[src/rtl/match_sequencer.sv]
// Best-of-N match sequencer.
// Configures the game engine for each game, collects one move from each player
// per round, issues the move pair to the engine and tallies game results until
// a player has won a majority or all N games have been played.
//
// Handshake: a move transfers on a rising clk edge when pN_valid && pN_ready.
// pN_ready depends only on registered state, never on pN_valid.
module match_sequencer #(
    parameter int CNT_W = 3
) (
    input  logic             clk,
    input  logic             rst,
    input  logic             start,
    input  logic [CNT_W-1:0] num_games,
    input  logic [1:0]       cfg_primo,
    input  logic [1:0]       cfg_secondo,
    input  logic             p1_valid,
    input  logic             p2_valid,
    input  logic [1:0]       p1_move,
    input  logic [1:0]       p2_move,
    output logic             p1_ready,
    output logic             p2_ready,
    output logic             g_inizia,
    output logic [1:0]       g_primo,
    output logic [1:0]       g_secondo,
    input  logic [1:0]       g_manche,
    input  logic [1:0]       g_partita,
    output logic [CNT_W-1:0] wins1,
    output logic [CNT_W-1:0] wins2,
    output logic [CNT_W-1:0] played,
    output logic             busy,
    output logic             match_done,
    output logic [1:0]       match_winner,
    output logic             err_move,
    output logic [2:0]       dbg_state
);

    typedef enum logic [2:0] {
        S_IDLE    = 3'd0,
        S_CFG     = 3'd1,
        S_COLLECT = 3'd2,
        S_ISSUE   = 3'd3,
        S_WAIT    = 3'd4,
        S_TALLY   = 3'd5,
        S_DONE    = 3'd6
    } state_t;

    state_t           state_q, state_d;
    logic [CNT_W-1:0] n_q, n_d;
    logic [1:0]       cfg1_q, cfg1_d;
    logic [1:0]       cfg2_q, cfg2_d;
    logic [1:0]       slot1_q, slot1_d;
    logic [1:0]       slot2_q, slot2_d;
    logic [1:0]       result_q, result_d;
    logic [CNT_W-1:0] wins1_q, wins1_d;
    logic [CNT_W-1:0] wins2_q, wins2_d;
    logic [CNT_W-1:0] played_q, played_d;
    logic [1:0]       winner_q, winner_d;
    logic             err_q, err_d;

    logic [CNT_W-1:0] eff_n;
    logic [CNT_W:0]   need_wins;

    // The per-round result is not needed: games advance on g_partita only.
    logic unused_manche;
    assign unused_manche = ^g_manche;

    // Effective match length is always odd. The maximum 2^CNT_W-1 is odd, so
    // every even request (including max-1) rounds up to at most the maximum.
    always_comb begin
        eff_n = num_games;
        if (num_games == '0) begin
            eff_n = CNT_W'(1);
        end else if (!num_games[0]) begin
            eff_n = num_games + CNT_W'(1);
        end
    end

    // Majority threshold (N+1)/2, one bit wider so N = max cannot overflow.
    assign need_wins = ({1'b0, n_q} + (CNT_W+1)'(1)) >> 1;

    // Next-state, datapath updates and Moore outputs.
    always_comb begin
        state_d    = state_q;
        n_d        = n_q;
        cfg1_d     = cfg1_q;
        cfg2_d     = cfg2_q;
        slot1_d    = slot1_q;
        slot2_d    = slot2_q;
        result_d   = result_q;
        wins1_d    = wins1_q;
        wins2_d    = wins2_q;
        played_d   = played_q;
        winner_d   = winner_q;
        err_d      = 1'b0;
        g_inizia   = 1'b0;
        g_primo    = 2'b00;
        g_secondo  = 2'b00;
        p1_ready   = 1'b0;
        p2_ready   = 1'b0;
        match_done = 1'b0;

        case (state_q)
            S_IDLE: begin
                if (start) begin
                    n_d      = eff_n;
                    cfg1_d   = cfg_primo;
                    cfg2_d   = cfg_secondo;
                    slot1_d  = 2'b00;
                    slot2_d  = 2'b00;
                    wins1_d  = '0;
                    wins2_d  = '0;
                    played_d = '0;
                    winner_d = 2'b00;
                    state_d  = S_CFG;
                end
            end
            S_CFG: begin
                g_inizia  = 1'b1;
                g_primo   = cfg1_q;
                g_secondo = cfg2_q;
                state_d   = S_COLLECT;
            end
            S_COLLECT: begin
                p1_ready = (slot1_q == 2'b00);
                p2_ready = (slot2_q == 2'b00);
                if (slot1_q != 2'b00 && slot2_q != 2'b00) begin
                    state_d = S_ISSUE;
                end
                // A 00 move is consumed but leaves the slot empty.
                if (p1_valid && p1_ready) begin
                    if (p1_move != 2'b00) slot1_d = p1_move;
                    else                  err_d   = 1'b1;
                end
                if (p2_valid && p2_ready) begin
                    if (p2_move != 2'b00) slot2_d = p2_move;
                    else                  err_d   = 1'b1;
                end
            end
            S_ISSUE: begin
                g_primo   = slot1_q;
                g_secondo = slot2_q;
                slot1_d   = 2'b00;
                slot2_d   = 2'b00;
                state_d   = S_WAIT;
            end
            S_WAIT: begin
                if (g_partita != 2'b00) begin
                    result_d = g_partita;
                    state_d  = S_TALLY;
                end else begin
                    state_d  = S_COLLECT;
                end
            end
            S_TALLY: begin
                played_d = played_q + CNT_W'(1);
                if (result_q == 2'b01) wins1_d = wins1_q + CNT_W'(1);
                if (result_q == 2'b10) wins2_d = wins2_q + CNT_W'(1);
                if ({1'b0, wins1_d} >= need_wins || {1'b0, wins2_d} >= need_wins ||
                    played_d == n_q) begin
                    if (wins1_d > wins2_d)      winner_d = 2'b01;
                    else if (wins2_d > wins1_d) winner_d = 2'b10;
                    else                        winner_d = 2'b11;
                    state_d = S_DONE;
                end else begin
                    state_d = S_CFG;
                end
            end
            S_DONE: begin
                match_done = 1'b1;
                state_d    = S_IDLE;
            end
            default: state_d = S_IDLE;
        endcase
    end

    // State and datapath registers with synchronous reset.
    always_ff @(posedge clk) begin
        if (rst) begin
            state_q  <= S_IDLE;
            n_q      <= '0;
            cfg1_q   <= 2'b00;
            cfg2_q   <= 2'b00;
            slot1_q  <= 2'b00;
            slot2_q  <= 2'b00;
            result_q <= 2'b00;
            wins1_q  <= '0;
            wins2_q  <= '0;
            played_q <= '0;
            winner_q <= 2'b00;
            err_q    <= 1'b0;
        end else begin
            state_q  <= state_d;
            n_q      <= n_d;
            cfg1_q   <= cfg1_d;
            cfg2_q   <= cfg2_d;
            slot1_q  <= slot1_d;
            slot2_q  <= slot2_d;
            result_q <= result_d;
            wins1_q  <= wins1_d;
            wins2_q  <= wins2_d;
            played_q <= played_d;
            winner_q <= winner_d;
            err_q    <= err_d;
        end
    end

    assign busy         = (state_q != S_IDLE);
    assign wins1        = wins1_q;
    assign wins2        = wins2_q;
    assign played       = played_q;
    assign match_winner = winner_q;
    assign err_move     = err_q;
    assign dbg_state    = state_q;

endmodule

[config.mk]
export PLATFORM = sky130hd
export DESIGN_NAME = match_sequencer
export DESIGN_NICKNAME = d
export VERILOG_FILES = /design/src/rtl/match_sequencer.sv
export SDC_FILE = /design/constraint.sdc
export NUM_CORES = 1
export LEC_CHECK = 0
export CORE_MARGIN = 5
export CORE_UTILIZATION = 48
export CTS_CLUSTER_SIZE = 10
export DETAILED_ROUTE_END_ITERATION = 7
export GPL_TIMING_DRIVEN = 0
export MAX_ROUTING_LAYER = met4
export PLACE_DENSITY = 0.9
export SLEW_MARGIN = 20
export SYNTH_ARGS = -nofsm -noshare
export SYNTH_HDL_FRONTEND = slang
export SYNTH_SLANG_ARGS = --single-unit
[constraint.sdc]
create_clock -name clk -period 2.95 [get_ports clk]
set_clock_uncertainty 0.15 [all_clocks]
set_input_delay 0.59 -clock clk [delete_from_list [all_inputs] [get_ports clk]]
set_output_delay 0.59 -clock clk [all_outputs]
set_load 0.1 [all_outputs]
Yosys cells after proc, flatten, opt, wreduce, memory -nomap -nowiden
Cells that the tools add are included.

Register bits after elaboration: 28. Word-level logic and storage cells: 99.

Equal/unequal tests: 16. Reductions and logical operators: 25. Mux-type cells: 36. Magnitude comparators: 4. $add $sub $neg: 5. Bitwise logic cells: 1.

Operators by type and width (number): 3-bit two-way mux (11); 3-bit one-hot mux with 2 select lines (3); 3-bit one-hot mux with 6 select lines (1); 2-bit two-way mux (7); 2-bit != test (second input constant) (7); 3-bit by 1-bit adder with 3-bit output (second input constant) (4); 2-bit one-hot mux with 2 select lines (3); 2-bit one-hot mux with 3 select lines (2); 2-bit nonzero test (6); 3-bit == test (second input constant) (3); 1-bit two-way mux (9); 2-bit AND reduction (4); 4-bit AND reduction (2); 3-bit by 2-bit == test with 1-bit output (second input constant) (2); 3-bit greater-or-equal comparator (2); 3-bit > comparator (2); 3-bit zero test (2); 3-bit nonzero test (2); 3-bit by 1-bit adder with 4-bit output (second input constant) (1); 2-bit zero test (2); 3-bit by 1-bit == test with 1-bit output (second input constant) (1); 3-bit == test (1); 1-bit logical AND (3); 3-bit AND reduction (1); 5 further kinds (6).

Depth between registers and ports, before layout
Gate-level depths: netlist of run 1.

Word-level depth: 8. Gate-level depth with buffers: 9. Gate-level depth less buffers: 9.

Worst setup path before layout of run 1
No wires, ideal clock.

Path kind: reg2out. Start: reg state_q[1] (netlist: dbg_state[1]). End: out p1_ready. Data arrival time: 3.782 ns. Path slack: -1.572 ns. Buffers on the path: 2. Cell stages (with the launch flop): 5. Cell sequence: dfxtp_1 -> clkbuf_1 -> buf_1 -> nand2_1 -> nor3_1.

Longest elaborated chain between the ends: 2.

RTL lines: from (decl) (line 48) `state_t state_q, state_d;`; from (signal assigned) (line 193) `state_q <= state_d;`; 3-bit by 2-bit == test with 1-bit output (line 103) `case (state_q)`; 1-bit two-way mux (line 103); to (decl) (line 21) `output logic p1_ready,`.

Every way passes these cells.

Worst setup path after layout of run 1
Start: reg result_q[0]. End: reg winner_q[1] (netlist: match_winner[1]).

Longest elaborated chain between the ends: 8. Elaborated cells on any way between the ends: 16. Those cells by class: 3 x order compare; 3 x eq/ne; 7 x mux; 3 x reduce/logical.

RTL lines: from (decl) (line 54) `logic [1:0] result_q, result_d;`; from (signal assigned) (line 199) `result_q <= result_d;`; 2-bit by 1-bit == test with 1-bit output / 2-bit == test (equally long branches) (line 157, 158); 3-bit two-way mux (on tied branches) (line 157, 158); 3-bit two-way mux (line 103); 3-bit greater-or-equal comparator (line 159) `if ({1'b0, wins1_d} >= need_wins || {1'b0, wins2_d} >= need_wins ||`; 1-bit logical OR (2 in series) (line 159); 2-bit != test (no source line); 3-bit AND reduction (no source line); to (signal assigned) (line 203) `winner_q <= winner_d;`; to (decl) (line 58) `logic [1:0] winner_q, winner_d;`.

Parallel ways exist; a longest one is shown, timed or not. The select of a mux whose other input is x is not followed. A chain may end at the register's enable or synchronous reset.

==> results.json, run 1 <==
{
  "period_minus_slack_ns": 2.83,
  "synthFlopType": "dfxtp_1",
  "hold_depth": 2,
  "cp-start-kind": "flip-flop",
  "period_share": 0.960,
  "finalHoldViolCount": 0,
  "top_layer": "met4",
  "cts-root-buf": "clkbuf_4",
  "wl_met1_um": 1860,
  "fin_nets": 269,
  "syn_to_final_growth_pct": 32.1,
  "synth_area_um2": 1640,
  "routabilityCongestion": 0.885,
  "yosys_warnings": 0,
  "dr_wl_met3_um": 160,
  "rr_endpoint": "match_winner[1]",
  "grt_max_degree": 17,
  "wl_met2_um": 2030,
  "cts.repair.resized": 29,
  "hold_path.class": "input pin to flip-flop",
  "drive_gt1_frac": 0.155,
  "ant_nets": 0,
  "rsz0062_at_grt": "true",
  "final_util": 0.653,
  "finalSetupViolations": 0,
  "grt_use_total": 0.190,
  "htree_num_levels": 1,
  "cp-startpoint": "result_q[0]",
  "hold_path_end": "played[2]",
  "instances_no_fill": 285,
  "timing.setup.tns_ns": 0,
  "seqPwrFrac": 0.381,
  "pwr_density_cell_nw_per_um2": 508,
  "cts_tree": "yes",
  "wl_per_cell_um": 14.4,
  "synth_cells": 196,
  "antenna_found_initial": 0,
  "die_height_um": 68.4,
  "power_mw": 1.10,
  "row_count": 21,
  "switching_power_uw": 429,
  "first_pass_iters": 4,
  "max_freq_mhz": 353,
  "clock_latency_ns": 0.34,
  "p_leak_nw": 0.821,
  "port-buffer-count": 39,
  "hold_buffers": 0,
  "slew_headroom": 0.341,
  "synth_nets": 225,
  "clock-sinks": 28,
  "cp_max_fo": 5,
  "ys_ff_latch": 28,
  "finalInstanceArea_um2": 2160,
  "dp_hpwl_um": 3190,
  "viasPerCell": 5.44,
  "hold_start": "rst",
  "max_slew.worst_pin.slew_ns": 0.986,
  "cts-buffers-inserted": 3,
  "avgSynthCellArea_um2": 8.36,
  "worst_setup_path_end_kind": "flip-flop",
  "num_vias": 1551,
  "yosysSeqAreaShare": 0.342,
  "core_area_um2": 3310,
  "drcViolationCount": 0,
  "ff2ff_path_depth": 9,
  "clkPwrFrac": 0.233,
  "synth-edff-count": 0,
  "path_clk_slew_ns": 0.16,
  "initial_utilization": 0.495,
  "grt_pass1_wl_um": 6690,
  "worstPathRequired_ns": 3.05,
  "maxCapViolCount": 0,
  "ios": 44,
  "synth-async-reset-ratio": 0,
  "combPwrFrac": 0.387,
  "placed_area_um2": 2130,
  "synth_cell_type_count": 37,
  "critPathKind": "flip-flop to flip-flop",
  "status": "completed",
  "critical_path_arrival_ns": 2.93,
  "finalMaxSlewViolations": 0,
  "grt_pass1_vias": 1533,
  "internal-power_uw": 671,
  "antenna_cells": 0,
  "dpl.cell_count": 281,
  "cts.path.max_buffers": 2,
  "first_iter_violations": 107,
  "post-cts-setup-buffers": 0,
  "nFillCells": 301,
  "rrSetupSlack_ns": 0.12,
  "totalWireLength_um": 4110,
  "chipWidth_um": 68.4,
  "reg2reg_from": "result_q[0]",
  "grt-ovfl-total": 0,
  "swShare": 0.390,
  "peakVddDrop_v": 0.000255,
  "die_area_um2": 4680
}
## area by class of cell
cell class	instances	area (um2)	area share
multi-input cells	152	1050	0.485
clock inverters	1	30.0	0.0139
inverters	7	26.3	0.0121
well taps	46	57.6	0.0266
repair buffers	39	363	0.168
plain buffers	9	46.3	0.0214
clock buffers	3	22.5	0.0104
flip-flops and latches	28	569	0.263
## stage by stage
step | hold slack (ns) | worst slack [ns]
after floorplan | 0.310 | 0.00751
after global placement | 0.322 | -0.246
after detailed placement | 0.326 | -0.246
after CTS | 0.309 | 0.0174
after global routing | 0.300 | -0.00685
final | 0.323 | 0.118
## how the worst max path moves through the flow
stage	to	slack [ns]	cells after the start
4_1_cts	g_inizia	0.02	4
3_3_place_gp	p2_ready	-0.25	5
3_5_place_dp	p2_ready	-0.25	5
5_1_grt	p2_ready	-0.007	5
6_report	match_winner[1]	0.12	9
2_1_floorplan	g_inizia	0.008	2
## worst max-delay path, stage by stage, from the launching register on
cell and delay (ns):
dfxtp_1 0.43, nor2b_4 0.25, xor2_2 0.21, inv_1 0.07
ha_1 0.29, nand2b_1 0.16, maj3_2 0.31, maj3_2 0.34
o31a_1 0.33, o32ai_2 0.22
## flip-flops by register name, indices dropped and copies added (netlist names)
signal	cells
dbg_state	3
n_q	3
played	3
wins1	3
wins2	3
cfg1_q	2
cfg2_q	2
match_winner	2
result_q	2
slot1_q	2
slot2_q	2
err_move	1
## power groups by stage
stage / combinational [mW] / sequential [mW] / clock (mW)
global placement: 0.421 / 0.425 / 0
finish: 0.425 / 0.419 / 0.256
CTS: 0.422 / 0.419 / 0.267
detailed placement: 0.429 / 0.427 / 0
floorplan: 0.288 / 0.467 / 0
global route: 0.456 / 0.423 / 0.282
## synth_stat cells (3+ instances only)
master / instances / share of area
a21oi_1: 14 / 0.043
xor2_1: 3 / 0.016
xnor2_1: 6 / 0.032
ha_1: 9 / 0.069
and2_1: 3 / 0.011
mux2i_1: 10 / 0.061
o21ai_0: 7 / 0.021
inv_1: 7 / 0.016
a22oi_1: 6 / 0.027
maj3_2: 3 / 0.021
dfxtp_1: 28 / 0.34
nand3_1: 5 / 0.015
clkbuf_1: 6 / 0.014
nand2_1: 12 / 0.027
nor3_1: 5 / 0.015
nand2b_1: 7 / 0.027
nor2_1: 36 / 0.083
## cell families after synthesis
family          synth area share
compound gates             0.160
xor+xnor                  0.0481
flops                      0.342
buf+inv                   0.0435
fa+ha+maj                 0.0894
mux                       0.0795
simple gates               0.237
## cell usage in the layout (no fill, tap or decap), drive strengths merged
| master | netlist | routed |
|---|---|---|
| a211o | 2 | 2 |
| a211oi | 1 | 1 |
| a21oi | 14 | 14 |
| a22oi | 6 | 6 |
| a31oi | 2 | 2 |
| and2 | 3 | 3 |
| and3b | 2 | 2 |
| buf | 3 | 7 |
| bufinv | 0 | 1 |
| clkbuf | 6 | 12 |
| clkdlybuf4s15 | 0 | 2 |
| clkdlybuf4s50 | 0 | 30 |
| dfxtp | 28 | 28 |
| ha | 9 | 9 |
| inv | 7 | 7 |
| maj3 | 3 | 3 |
| mux2 | 2 | 2 |
| mux2i | 10 | 10 |
| nand2 | 12 | 12 |
| nand2b | 7 | 7 |
| nand3 | 5 | 5 |
| nand3b | 2 | 2 |
| nor2 | 36 | 36 |
| nor2b | 4 | 4 |
| nor3 | 5 | 5 |
| nor3b | 1 | 1 |
| nor4b | 1 | 1 |
| o211a | 1 | 1 |
| o211ai | 1 | 1 |
| o21a | 2 | 2 |
| o21ai | 7 | 7 |
| o31a | 1 | 1 |
| o32ai | 3 | 3 |
| or3 | 1 | 1 |
| xnor2 | 6 | 6 |
| xor2 | 3 | 3 |
## metal layers
metal  global-route usage  vias up
li1                     -      778
met1                0.233      728
met2                0.311       39
met3               0.0263        6
met4               0.0769        0
met5                    -        -
Note: power is estimated with default switching activity, not from simulation.
==> run 2: changes to the inputs <==
- SLEW_MARGIN: 20 -> unset
==> results of run 2 <==
Final layout, timing and power as in run 1 (identical DEF).
